[config.mk]
export PLATFORM = sky130hd
export DESIGN_NAME = lcd_rx_flat
export DESIGN_NICKNAME = d
export VERILOG_FILES = /design/src/rtl/lcd_pkg.sv /design/src/rtl/lcd_rx_if.sv /design/src/rtl/lcd_strobe_sync.sv /design/src/rtl/lcd_rx.sv /design/src/flat_wrapper.sv
export SDC_FILE = /design/constraint.sdc
export NUM_CORES = 1
export LEC_CHECK = 0
export CAP_MARGIN = 20
export CORE_MARGIN = 4
export CORE_UTILIZATION = 35
export DETAILED_ROUTE_END_ITERATION = 12
export PLACE_DENSITY = 0.64
export RECOVER_POWER = 100
export SYNTH_ARGS = -nofsm -noshare
export SYNTH_HDL_FRONTEND = slang
export SYNTH_SLANG_ARGS = --single-unit
[constraint.sdc]
create_clock -name clk -period 2.65 [get_ports clk]
set_clock_uncertainty 0.2 [all_clocks]
set_input_delay 0.53 -clock clk [delete_from_list [all_inputs] [get_ports clk]]
set_output_delay 0.53 -clock clk [all_outputs]
set_load 0.02 [all_outputs]
[src/rtl/lcd_pkg.sv]
// Shared definitions for the HD44780-style LCD receiver: instruction bit
// positions, blank code, FSM encoding and DDRAM address helpers.
package lcd_pkg;

    localparam int unsigned BIT_DDRAM = 7;
    localparam int unsigned BIT_CGRAM = 6;
    localparam int unsigned BIT_FUNC  = 5;
    localparam int unsigned BIT_SHIFT = 4;
    localparam int unsigned BIT_DISP  = 3;
    localparam int unsigned BIT_ENTRY = 2;
    localparam int unsigned BIT_HOME  = 1;
    localparam int unsigned BIT_CLEAR = 0;

    localparam logic [7:0]  BLANK     = 8'h20;
    localparam int unsigned NUM_CELLS = 32;

    typedef enum logic [1:0] {
        ST_IDLE  = 2'd0,
        ST_EXEC  = 2'd1,
        ST_CLEAR = 2'd2
    } lcd_state_e;

    typedef struct packed {
        logic       rs;
        logic       rw;
        logic [7:0] data;
    } lcd_cmd_t;

    // Only 0x00-0x0F (line 1) and 0x40-0x4F (line 2) are backed by cells.
    function automatic logic ac_valid(input logic [6:0] a);
        return a[5:4] == 2'b00;
    endfunction

    function automatic logic [4:0] ac_cell(input logic [6:0] a);
        return {a[6], a[3:0]};
    endfunction

    function automatic logic [6:0] ac_step(input logic [6:0] a, input logic inc);
        if (inc) begin
            if (a[3:0] == 4'hF) return a[6] ? 7'h00 : 7'h40;
            return a + 7'd1;
        end
        if (a[3:0] == 4'h0) return a[6] ? 7'h0F : 7'h4F;
        return a - 7'd1;
    endfunction

endpackage

[src/rtl/lcd_rx_if.sv]
// Parallel LCD bus as driven by an external LCD controller.
interface lcd_rx_if;
    logic       LCD_E;
    logic       LCD_RS;
    logic       LCD_RW;
    logic [7:0] LCD_DATA;

    modport master (output LCD_E, LCD_RS, LCD_RW, LCD_DATA);
    modport slave  (input  LCD_E, LCD_RS, LCD_RW, LCD_DATA);
endinterface

[src/rtl/lcd_strobe_sync.sv]
// Two-flop synchronizers for the LCD bus plus falling-edge detect on E.
module lcd_strobe_sync
    import lcd_pkg::*;
(
    input  logic       clk,
    input  logic       resetn,
    input  logic       e_in,
    input  logic       rs_in,
    input  logic       rw_in,
    input  logic [7:0] data_in,
    output logic       stb,
    output lcd_cmd_t   cmd
);

    // e_sh[1:0] is the synchronizer, e_sh[2] the previous synchronized E.
    logic [2:0] e_sh;
    lcd_cmd_t   c_s1, c_s2;

    always_ff @(posedge clk or negedge resetn) begin
        if (!resetn) begin
            e_sh <= '0;
            c_s1 <= '0;
            c_s2 <= '0;
            cmd  <= '0;
        end else begin
            e_sh <= {e_sh[1:0], e_in};
            c_s1 <= {rs_in, rw_in, data_in};
            c_s2 <= c_s1;
            cmd  <= c_s2;
        end
    end

    // cmd lags c_s2 by one cycle, matching e_sh[2], so on the falling edge it
    // holds the bus values of the last cycle E was seen high.
    assign stb = e_sh[2] & ~e_sh[1];

endmodule

[src/rtl/lcd_rx.sv]
// LCD controller emulator: decodes strobes from an LCD driver into a 2x16
// character DDRAM, cursor, display-on bit and emulated busy flag.
module lcd_rx
    import lcd_pkg::*;
#(
    parameter int BUSY_CYCLES = 40,
    parameter int CLR_CYCLES  = 1600
) (
    input  logic        clk,
    input  logic        resetn,
    lcd_rx_if.slave     lcd,
    input  logic [4:0]  rd_idx,
    output logic [7:0]  rd_data,
    output logic [6:0]  cursor,
    output logic        disp_on,
    output logic        busy,
    output logic        wr_pulse,
    output logic        err
);

    localparam int CNT_MAX = (CLR_CYCLES > BUSY_CYCLES) ? CLR_CYCLES : BUSY_CYCLES;
    localparam int CW      = $clog2(CNT_MAX) + 1;

    logic       stb;
    lcd_cmd_t   cmd;

    lcd_state_e state, state_nxt;
    logic [CW-1:0] cnt, cnt_nxt;
    logic       id, id_nxt, disp_nxt, wr_nxt, err_nxt;
    logic [6:0] ac_nxt;
    logic       mem_we;
    logic [4:0] mem_wa;
    logic [7:0] mem_wd;
    logic [NUM_CELLS-1:0][7:0] mem;

    lcd_strobe_sync u_sync (
        .clk     (clk),
        .resetn  (resetn),
        .e_in    (lcd.LCD_E),
        .rs_in   (lcd.LCD_RS),
        .rw_in   (lcd.LCD_RW),
        .data_in (lcd.LCD_DATA),
        .stb     (stb),
        .cmd     (cmd)
    );

    always_ff @(posedge clk or negedge resetn) begin
        if (!resetn) state <= ST_IDLE;
        else         state <= state_nxt;
    end

    always_comb begin
        state_nxt = state;
        ac_nxt    = cursor;
        id_nxt    = id;
        disp_nxt  = disp_on;
        wr_nxt    = 1'b0;
        err_nxt   = 1'b0;
        mem_we    = 1'b0;
        mem_wa    = ac_cell(cursor);
        mem_wd    = cmd.data;

        case (state)
            ST_IDLE: begin
                if (stb && !cmd.rw) begin
                    if (cmd.rs) begin
                        mem_we    = 1'b1;
                        ac_nxt    = ac_step(cursor, id);
                        wr_nxt    = 1'b1;
                        state_nxt = ST_EXEC;
                    end else if (cmd.data[BIT_DDRAM]) begin
                        if (ac_valid(cmd.data[6:0])) begin
                            ac_nxt    = cmd.data[6:0];
                            state_nxt = ST_EXEC;
                        end else begin
                            err_nxt   = 1'b1;
                        end
                    end else if (cmd.data[BIT_CGRAM] || cmd.data[BIT_FUNC] || cmd.data[BIT_SHIFT]) begin
                        state_nxt = ST_EXEC;
                    end else if (cmd.data[BIT_DISP]) begin
                        disp_nxt  = cmd.data[2];
                        state_nxt = ST_EXEC;
                    end else if (cmd.data[BIT_ENTRY]) begin
                        id_nxt    = cmd.data[1];
                        state_nxt = ST_EXEC;
                    end else if (cmd.data[BIT_HOME]) begin
                        ac_nxt    = 7'h00;
                        state_nxt = ST_EXEC;
                    end else if (cmd.data[BIT_CLEAR]) begin
                        state_nxt = ST_CLEAR;
                    end else begin
                        err_nxt   = 1'b1;
                    end
                end
            end
            ST_EXEC: begin
                if (stb && !cmd.rw) err_nxt = 1'b1;
                if (cnt == CW'(BUSY_CYCLES - 1)) state_nxt = ST_IDLE;
            end
            ST_CLEAR: begin
                if (stb && !cmd.rw) err_nxt = 1'b1;
                // First NUM_CELLS cycles blank one cell each, then home the cursor.
                if (cnt < CW'(NUM_CELLS)) begin
                    mem_we = 1'b1;
                    mem_wa = cnt[4:0];
                    mem_wd = BLANK;
                end
                if (cnt == CW'(NUM_CELLS)) begin
                    ac_nxt = 7'h00;
                    id_nxt = 1'b1;
                end
                if (cnt == CW'(CLR_CYCLES - 1)) state_nxt = ST_IDLE;
            end
            default: state_nxt = ST_IDLE;
        endcase

        cnt_nxt = (state_nxt == state && state != ST_IDLE) ? cnt + CW'(1) : '0;
    end

    always_ff @(posedge clk or negedge resetn) begin
        if (!resetn) begin
            cnt      <= '0;
            cursor   <= 7'h00;
            id       <= 1'b1;
            disp_on  <= 1'b0;
            wr_pulse <= 1'b0;
            err      <= 1'b0;
        end else begin
            cnt      <= cnt_nxt;
            cursor   <= ac_nxt;
            id       <= id_nxt;
            disp_on  <= disp_nxt;
            wr_pulse <= wr_nxt;
            err      <= err_nxt;
        end
    end

    always_ff @(posedge clk or negedge resetn) begin
        if (!resetn) begin
            mem     <= {NUM_CELLS{BLANK}};
            rd_data <= BLANK;
        end else begin
            if (mem_we) mem[mem_wa] <= mem_wd;
            rd_data <= mem[rd_idx];
        end
    end

    assign busy = (state != ST_IDLE);

endmodule

[src/flat_wrapper.sv]
// flat-port wrapper written by rule: the top's interface ports become plain ports
module lcd_rx_flat import lcd_pkg::*;
#(
    parameter int BUSY_CYCLES = 40,
    parameter int CLR_CYCLES  = 1600
)
  (clk, resetn, rd_idx, rd_data, cursor, disp_on, busy, wr_pulse, err, lcd_LCD_E, lcd_LCD_RS, lcd_LCD_RW, lcd_LCD_DATA);
  lcd_rx_if lcd_i ();
  input  logic clk;
  input  logic resetn;
  input  logic [4:0] rd_idx;
  output logic [7:0] rd_data;
  output logic [6:0] cursor;
  output logic disp_on;
  output logic busy;
  output logic wr_pulse;
  output logic err;
  input wire logic [$bits(lcd_i.LCD_E)-1:0] lcd_LCD_E;
  input wire logic [$bits(lcd_i.LCD_RS)-1:0] lcd_LCD_RS;
  input wire logic [$bits(lcd_i.LCD_RW)-1:0] lcd_LCD_RW;
  input wire logic [$bits(lcd_i.LCD_DATA)-1:0] lcd_LCD_DATA;
  assign lcd_i.LCD_E = lcd_LCD_E;
  assign lcd_i.LCD_RS = lcd_LCD_RS;
  assign lcd_i.LCD_RW = lcd_LCD_RW;
  assign lcd_i.LCD_DATA = lcd_LCD_DATA;
  lcd_rx #(.BUSY_CYCLES(BUSY_CYCLES), .CLR_CYCLES(CLR_CYCLES)) u_core (.clk(clk), .resetn(resetn), .lcd(lcd_i), .rd_idx(rd_idx), .rd_data(rd_data), .cursor(cursor), .disp_on(disp_on), .busy(busy), .wr_pulse(wr_pulse), .err(err));
endmodule
; ---- Word-level counts from Yosys, hierarchy flattened
; Index checks and enable logic that the tools add are counted.
[op_classes]
addsub = 3
magnitude_cmp = 4
n_eq_ne = 19
n_mux = 78
n_bitwise = 5
reduce_logical = 15
[ops]
columns = cell, n
row1 = $bwmux 256, 1
row2 = $mux 7, 17
row3 = $bmux 8 s5, 1
row4 = $demux 8 s5, 1
row5 = $mux 1, 35
row6 = $mux 8, 4
row7 = $eq 12x6->1 const B, 2
row8 = $mux 2, 11
row9 = $ne 4x4->1 const B, 4
row10 = $reduce_and 8->1, 2
row11 = $pmux 7 s2, 1
row12 = $add 12x1->12 const B, 1
row13 = $eq 12x11->1 const B, 1
row14 = $lt 12x6->1 const B, 1
row15 = $lt 5x6->1 const B, 2
row16 = $mux 12, 1
row17 = $mux 5, 2
row18 = $ne 2x2->1 const B, 5
row19 = $add 7x1->7 const B, 1
row20 = $sub 7x1->7 const B, 1
row21 = $pmux 1 s2, 3
row22 = $pmux 2 s3, 1
row23 = $reduce_and 6->1, 1
row24 = $ge 5x1->1 const B, 1
row25 = other kinds (15), 24
[totals]
ff_bits = 322
out_inout_bits = 19
word_cells = 174

; ---- Longest topological paths before layout
; Gate-level depths: netlist (run 1).
[logic_depth]
ltp_word = 14
ltp_mapped = 9

; ---- Cells and area by module
; From an unflattened synthesis (run 1), not the netlist that was laid out.
[hier_totals]
cells_unflattened = 1444
area_unflattened_um2 = 15051.9
[modules_own_cells]
columns = mod, n_inst, cells_per_inst, area_each_um2
row1 = lcd_rx, 1, 1410, 14212.4
row2 = lcd_strobe_sync, 1, 34, 839.6

; ---- Worst setup path after synthesis (run 1)
; Ideal clock, no wire load.
[synth_path]
path_kind = register to register
startpoint = reg u_core.state[0]
endpoint = reg u_core.mem[83] in the netlist's numbering
arrival_time_ns = 2.412
slack_ns = -0.090
path_stages_with_launch = 10
synth_period_minus_slack_ns = 2.740
path_cell_list = dfrtp_1 -> inv_1 -> ha_1 -> buf_2 -> nor4b_2 -> nand2_1 -> buf_2 -> o31ai_1 -> nand2_1 -> mux2_1
[synth_between]
elab_chain_len = 7
[synth_rtl]
columns = element, line
row1 = start: declaration, lcd_rx.sv:27  ; lcd_state_e state, state_nxt;
row2 = start signal: assignment, lcd_rx.sv:49  ; else state <= state_nxt;
row3 = $eq 2x2->1, lcd_rx.sv:63  ; case (state)
row4 = $mux 5, lcd_rx.sv:63
row5 = $lt 5x6->1 (implied by the code) or $ge 5x1->1 (tied branches), lcd_rx.sv:143  ; if (mem_we) mem[mem_wa] <= mem_wd;
row6 = $logic_and 1x1->1 (implied by the code), lcd_rx.sv:143
row7 = $mux 8 (implied by the code), lcd_rx.sv:143
row8 = $demux 8 s5, --
row9 = $bwmux 256, lcd_rx.sv:143
row10 = end signal: assignment, lcd_rx.sv:140  ; mem <= {NUM_CELLS{BLANK}};
row11 = end signal: indexed assignment, lcd_rx.sv:143
row12 = end: declaration, lcd_rx.sv:34  ; logic [NUM_CELLS-1:0][7:0] mem;
; Several ways; a longest one is shown, not always the timed one.
; A chain may end at the register's enable or synchronous reset.

; ---- Worst setup path after layout (run 1)
[layout_path]
startpoint = reg u_core.state[0]
endpoint = reg u_core.mem[78] in the netlist's numbering
; Same word-level chain as after synthesis.

==> flow_metrics.env, run 1 <==
export IMPL_status="finished, final reports clean"
export IMPL_total_power_mw=14.08
export IMPL_wl_per_cell_microns=21.85
export IMPL_remaining_drc_errors=0
export IMPL_h_tree_depth=2
export IMPL_vias=9750
export IMPL_vias_per_cell=5.669
export IMPL_p_sw_mw=4.015
export IMPL_max_freq_ghz=0.3873
export IMPL_drive_above_1_share_pct=40.39
export IMPL_hp_class="reg2reg"
export IMPL_synth_edf_count=0
export IMPL_slew_headroom_pct=30.48
export IMPL_grt_pass1_vias=9983
export IMPL_tritoncts="yes"
export IMPL_diodes=0
export IMPL_yosysSeqAreaShare_pct=54.73
export IMPL_seq_power_share_pct=43.0
export IMPL_crit_fanout=8
export IMPL_path_clk_slew_ns=0.06
export IMPL_globalRouteTotalUtil_pct=16.55
export IMPL_ys_types=62
export IMPL_grt_overflow=0
export IMPL_worstPathArrival_ns=2.78
export IMPL_synth_ff_type="dfrtp_1"
export IMPL_die_height_microns=213.6
export IMPL_synth_seq_cells=322
export IMPL_fin_crit_sh_pct=97.42
export IMPL_crit_required_ns=2.85
export IMPL_comb_power_share_pct=22.4
export IMPL_power_density_nw_per_um2=777.5
export IMPL_cts_buffers_inserted=34
export IMPL_ys_warn_count=0
export IMPL_worst_slack_ns=0.06831
export IMPL_io_pin_count=37
export IMPL_setup_viol=0
export IMPL_worstSetupStartpointType="register"
export IMPL_area_growth_syn_to_layout_pct=22.36
export IMPL_worst_pin_slew_ns=1.043
export IMPL_wl_met3_microns=2015
export IMPL_swShare_pct=28.51
export IMPL_worstPathCellList="inv_2 > ha_2 > buf_4 > nor4b_4 > nand2_2 > buf_4 > buf_4 > mux2i_1 > buf_4 > nand2_2 > mux2_2"
export IMPL_wl_microns=37580
export IMPL_grt_max_degree=87
export IMPL_grt_pass1_wl_microns=58910
export IMPL_num_rows=75
export IMPL_path_class="reg2reg"
export IMPL_die_w_microns=213.6
export IMPL_max_clock_path_buffers=3
export IMPL_ant_nets=0
export IMPL_die_area_sq_um=45640
export IMPL_p_int_mw=10.07
export IMPL_ir_drop_v=0.0005074
export IMPL_avgSynthCellArea_sq_um=14.04
export IMPL_p_leak_nw=8.167
export IMPL_initial_core_util_pct=35.36
export IMPL_clkLatencyLatePin_ns=0.52
export IMPL_max_stage_delay_ns=0.39
export IMPL_cts_root_buf="clkbuf_16"
export IMPL_hold_viol_final=0
export IMPL_fin_crit_ns=2.582
export IMPL_cp_common_cell="buf_4"
export IMPL_io_buffers=36
export IMPL_syn_inst=1054
export IMPL_fin_nets=1183
export IMPL_clkPwrFrac_pct=34.6
export IMPL_highest_layer="met5"
export IMPL_dp_worst_setup_slack_ns=-0.1367
export IMPL_rsz0062_at_grt="true"
export IMPL_antenna_found_initial=1
export IMPL_slew_viol_final=0
export IMPL_synthesis_area_sq_um=14800
export IMPL_drtPass1Iterations=4
export IMPL_place_congestion=0.8528
export IMPL_cap_violations=0
export IMPL_fp_coreArea_sq_um=41850
export IMPL_wl_met2_microns=17620
export IMPL_slowest_stage="dfrtp_1"
export IMPL_synth_async_reset_ratio_pct=100.0
export IMPL_whs_ns=0.1429
export IMPL_syn_num_nets=1080
export IMPL_wl_met1_microns=16930
export IMPL_first_iter_violations=818
export IMPL_clock_sinks=322
export IMPL_worst_setup_path_end_kind="register"
export IMPL_dp_hpwl_microns=25150
-- worst max-delay path, delay by kind of cell (launching register included) --
kind	cells	cell delay, ns
fa+ha+maj	1	0.17
simple gates	3	0.54
mux	2	0.49
buf+inv	5	0.68
flops	1	0.39
-- synthesized netlist by cell type, types with 4 or more instances --
cell	count	area share [%]
a211oi_1	4	0.20
a21oi_1	35	1.2
a221oi_1	10	0.59
a22o_1	12	0.71
a22oi_1	4	0.20
a32o_1	85	5.7
and2_1	14	0.59
buf_1	8	0.20
buf_2	9	0.30
clkbuf_1	74	1.9
dfrtp_1	288	49
dfstp_2	34	6.0
ha_1	8	0.68
inv_1	13	0.33
mux2_1	15	1.1
mux2_2	149	11
mux2i_1	35	2.4
mux4_2	64	9.7
nand2_1	38	0.96
nand2_2	5	0.21
nand2b_1	5	0.21
nand3_1	13	0.44
nand4_1	8	0.34
nor2_1	17	0.43
nor2b_1	7	0.30
nor3_1	20	0.68
o21ai_0	11	0.37
o21bai_2	4	0.30
o31ai_1	6	0.30
xnor2_1	8	0.47
xor2_1	4	0.24
-- layer usage --
metal	track usage [%]	vias to the layer above
li1	-	4257
met1	23.68	5121
met2	26.07	298
met3	3.058	72
met4	4.767	2
met5	0	-
-- cells in the final DEF (no fill, tap or decap), types with 5 or more instances in the layout --
cell / n
a21oi_1: 33
a221oi_1: 10
a22o_1: 12
a32o_1: 85
and2_1: 12
buf_12: 26
buf_4: 84
buf_6: 10
clkbuf_1: 6
clkbuf_16: 35
clkbuf_8: 10
clkdlybuf4s50_1: 6
dfrtp_1: 287
dfstp_2: 34
dlygate4sd3_1: 26
ha_1: 6
inv_1: 11
mux2_1: 12
mux2_2: 142
mux2_4: 10
mux2i_1: 35
mux4_2: 64
nand2_1: 32
nand2_2: 7
nand2_4: 6
nand2b_1: 5
nand3_1: 12
nand4_1: 8
nor2_1: 17
nor2b_1: 7
nor3_1: 20
o21ai_0: 6
xnor2_1: 8
-- sequential cells by signal, indices dropped and copies added (netlist names) --
register,flops
u_core.mem,256
u_core.cnt,12
u_core.u_sync.c_s1,10
u_core.u_sync.c_s2,10
u_core.u_sync.cmd,10
u_core.rd_data,8
u_core.cursor,7
u_core.u_sync.e_sh,3
u_core.state,2
u_core.disp_on,1
u_core.err,1
u_core.id,1
u_core.wr_pulse,1
-- cells by family (layout without fill, tap and decap cells) --
logic type / after synthesis / after routing / synth area share (%)
flops: 322 / 322 / 54.73
compound gates: 187 / 187 / 10.59
mux: 263 / 263 / 24.58
xor+xnor: 12 / 12 / 0.7101
buf+inv: 104 / 231 / 2.714
fa+ha+maj: 8 / 8 / 0.6763
simple gates: 158 / 158 / 5.994
-- metrics by stage --
step	TNS, ns	cell area, sq um	instances	utilization [%]
after floorplan	0	14810	1054	-
after global placement	-5.114	16730	1653	39.97
after detailed placement	-8.567	16730	1653	39.97
after CTS	0	18000	1716	43.00
after global routing	-0.1775	18110	1720	43.27
final	0	18110	1720	43.27
-- power groups by stage --
stage	clock, mW	combinational [mW]	sequential [mW]
after detailed placement	0	3.02	6.12
after global placement	0	2.97	6.09
after floorplan	0	1.89	6.04
after CTS	4.97	3.07	6.04
final	4.87	3.16	6.05
after global routing	5.18	3.41	6.13
-- worst paths after layout --
path / depth (start not counted) / startpoint / slack (ns) / endpoint
worst max-delay path: 11 / u_core.state[0] / 0.07 / u_core.mem[78]
max in group asynchronous: 3 / resetn / 0.35 / u_core.cursor[2]
worst min register to register: 0 / u_core.u_sync.e_sh[0] / 0.14 / u_core.u_sync.e_sh[1]
min in group asynchronous: 2 / resetn / 0.54 / u_core.mem[166]
worst min-delay path: 0 / u_core.u_sync.e_sh[0] / 0.14 / u_core.u_sync.e_sh[1]
worst max register to register: 11 / u_core.state[0] / 0.07 / u_core.mem[78]
-- cell type report --
class,instances,area [sq um]
Clock buffer,50,1032
Clock inverter,10,112.6
Fill cell,3781,23740
Inverter,13,48.80
Multi-Input combinational cell,628,6521
Sequential cell,322,8102
Tap cell,539,674.4
Timing Repair Buffer,158,1619
-- repair_timing --
item,CTS,global route
setup endpoints to repair,136,208
hold buffers,1,0
buffers inserted,2,4
pin swaps,4,3
hold endpoints to repair,35,0
resized for setup,22,35
Power figures use the tool's default switching activity.
==> inputs of run 2 (changes only) <==
CORE_MARGIN = 5   (was 4)
CTS_BUF_LIST = sky130_fd_sc_hd__clkbuf_4 sky130_fd_sc_hd__clkbuf_8   (was unset)
SKIP_CTS_REPAIR_TIMING = 1   (was unset)
==> run 2 against run 1 <==
Net effect: the flow now finishes with violations (capacitance limit, slew limit, setup timing); die area up 1.9%; critical path depth decreased by 4; register-to-register slack lost 0.09 ns; non-clock buffer count did not move; final cell count grew 2.2%; sequential power barely moved.
==> flow_metrics.env, run 2 (same netlist as run 1, synthesis figures left out) <==
export IMPL_fin_crit_ns=2.673
export IMPL_vias=9835
export IMPL_fin_crit_sh_pct=100.9
export IMPL_drive_above_1_share_pct=43.51
export IMPL_num_rows=75
export IMPL_setup_tns_ns=-0.07323
export IMPL_postLayoutCoreUtil_pct=43.56
export IMPL_worst_pin_slew_ns=1.557
export IMPL_crit_required_ns=2.92
export IMPL_worstSetupStartpointType="register"
export IMPL_dp_worst_setup_slack_ns=-0.1857
export IMPL_stdcell_area_sq_um=18230
export IMPL_worst_slack_ns=-0.02289
export IMPL_antenna_found_initial=1
export IMPL_initial_core_util_pct=35.36
export IMPL_setup_viol=7
export IMPL_r2r_end="u_core.mem[112]"
export IMPL_dp_hpwl_microns=24930
export IMPL_worst_setup_path_end_kind="register"
export IMPL_worstPathArrival_ns=2.94
export IMPL_h_tree_depth=2
export IMPL_worst_path_dominant_cell_family="simple AND/OR/NAND/NOR gates"
export IMPL_max_stage_delay_ns=0.56
export IMPL_layout_commonest_cell="dfrtp_1"
export IMPL_max_freq_ghz=0.3741
export IMPL_reg2regPathDepth=7
export IMPL_cts_buffers_inserted=53
export IMPL_swShare_pct=29.40
export IMPL_p_sw_mw=4.119
export IMPL_stdcell_count=1757
export IMPL_critPathBufInv=1
export IMPL_fp_coreArea_sq_um=41850
export IMPL_p_leak_nw=8.317
export IMPL_status="complete, but fails checks"
export IMPL_mostFrequentLayoutCells="286 x dfrtp_1, 149 x mux2_2, 85 x a32o_1"
export IMPL_slowest_stage="or4_4"
export IMPL_io_buffers=36
export IMPL_hold_depth=0
export IMPL_r2r_slack_ns=-0.02
export IMPL_hp_class="reg2reg"
export IMPL_tritoncts="yes"
export IMPL_top_regs="u_core.mem x256, u_core.cnt x12"
export IMPL_area_growth_syn_to_layout_pct=23.19
export IMPL_p_int_mw=9.894
export IMPL_ir_drop_v=0.0004595
export IMPL_slew_viol_final=56
export IMPL_reg2reg_from="u_core.state[0]"
export IMPL_globalRouteTotalUtil_pct=16.12
export IMPL_remaining_drc_errors=0
export IMPL_wl_per_cell_microns=21.68
export IMPL_worstPathCellList="inv_2 > ha_4 > or4b_4 > or4_4 > o41ai_4 > nand2_4 > mux2_4"
export IMPL_power_density_nw_per_um2=768.6
export IMPL_place_area_sq_um=16730
export IMPL_vias_per_cell=5.598
export IMPL_comb_power_share_pct=23.3
export IMPL_die_w_microns=215.6
export IMPL_wl_microns=38090
export IMPL_slew_headroom_pct=-3.771
export IMPL_ant_nets=0
export IMPL_rsz0062_at_grt="true"
export IMPL_hold_viol_final=0
export IMPL_cts_root_buf="clkbuf_8"
export IMPL_cap_violations=1
export IMPL_largest_reg_flops=256
export IMPL_diodes=0
export IMPL_max_clock_path_buffers=3
export IMPL_grt_pass1_vias=10070
export IMPL_clkLatencyLatePin_ns=0.59
export IMPL_crit_fanout=8
export IMPL_grt_pass1_wl_microns=59510
export IMPL_min_to="u_core.u_sync.cmd[6]"
export IMPL_drtPass1Iterations=5
export IMPL_top_register="u_core.mem"
export IMPL_path_class="reg2reg"
export IMPL_clock_sinks=322
export IMPL_die_area_sq_um=46500
export IMPL_violations="capacitance limit, slew limit, setup timing"
export IMPL_place_congestion=0.8442
export IMPL_grt_max_degree=72
export IMPL_first_iter_violations=693
export IMPL_total_power_mw=14.01
export IMPL_whs_ns=0.1403
export IMPL_seq_power_share_pct=43.3
export IMPL_io_pin_count=37
export IMPL_grt_overflow=0
export IMPL_die_height_microns=215.6
export IMPL_fin_nets=1202
export IMPL_hold_start="u_core.u_sync.c_s2[6]"
export IMPL_place_inst=1649
export IMPL_path_clk_slew_ns=0.06
export IMPL_clkPwrFrac_pct=33.5
## run 2: routing by layer
layer  track usage [%]  wire length [microns]  vias to the layer above
met3             2.943                   2082                       76
met2             25.54                  17800                      306
met5                 0                     13                        -
met4             4.801                    991                        2
met1             22.82                  17210                     5147
li1                  -                      -                     4304
## run 2: worst max-delay path by stage
stage	startpoint	end	slack, ns	cells after the start
2_1_floorplan	u_core.state[0]	u_core.mem[83]	0.01	9
3_3_place_gp	u_core.state[0]	u_core.mem[100]	-0.15	7
3_5_place_dp	u_core.state[0]	u_core.mem[83]	-0.19	10
4_1_cts	u_core.state[1]	busy	-0.29	5
5_1_grt	u_core.state[0]	u_core.mem[102]	-0.1	13
6_report	u_core.state[0]	u_core.mem[112]	-0.02	7
## run 2: cell type report
cell class	count	area (sq um)
Fill cell	3792	23620
Sequential cell	322	8103
Multi-Input combinational cell	628	6556
Timing Repair Buffer	158	1683
Clock buffer	87	1060
Tap cell	539	674.4
Clock inverter	10	107.6
Inverter	13	48.80
## run 2: power by group through the flow
stage / registers [mW] / logic (mW) / clock network, mW
after floorplan: 6.04 / 1.89 / 0
after global placement: 6.09 / 3.01 / 0
after detailed placement: 6.12 / 3.07 / 0
after CTS: 6.05 / 3.08 / 4.81
after global routing: 6.14 / 3.51 / 5.01
final: 6.06 / 3.26 / 4.69
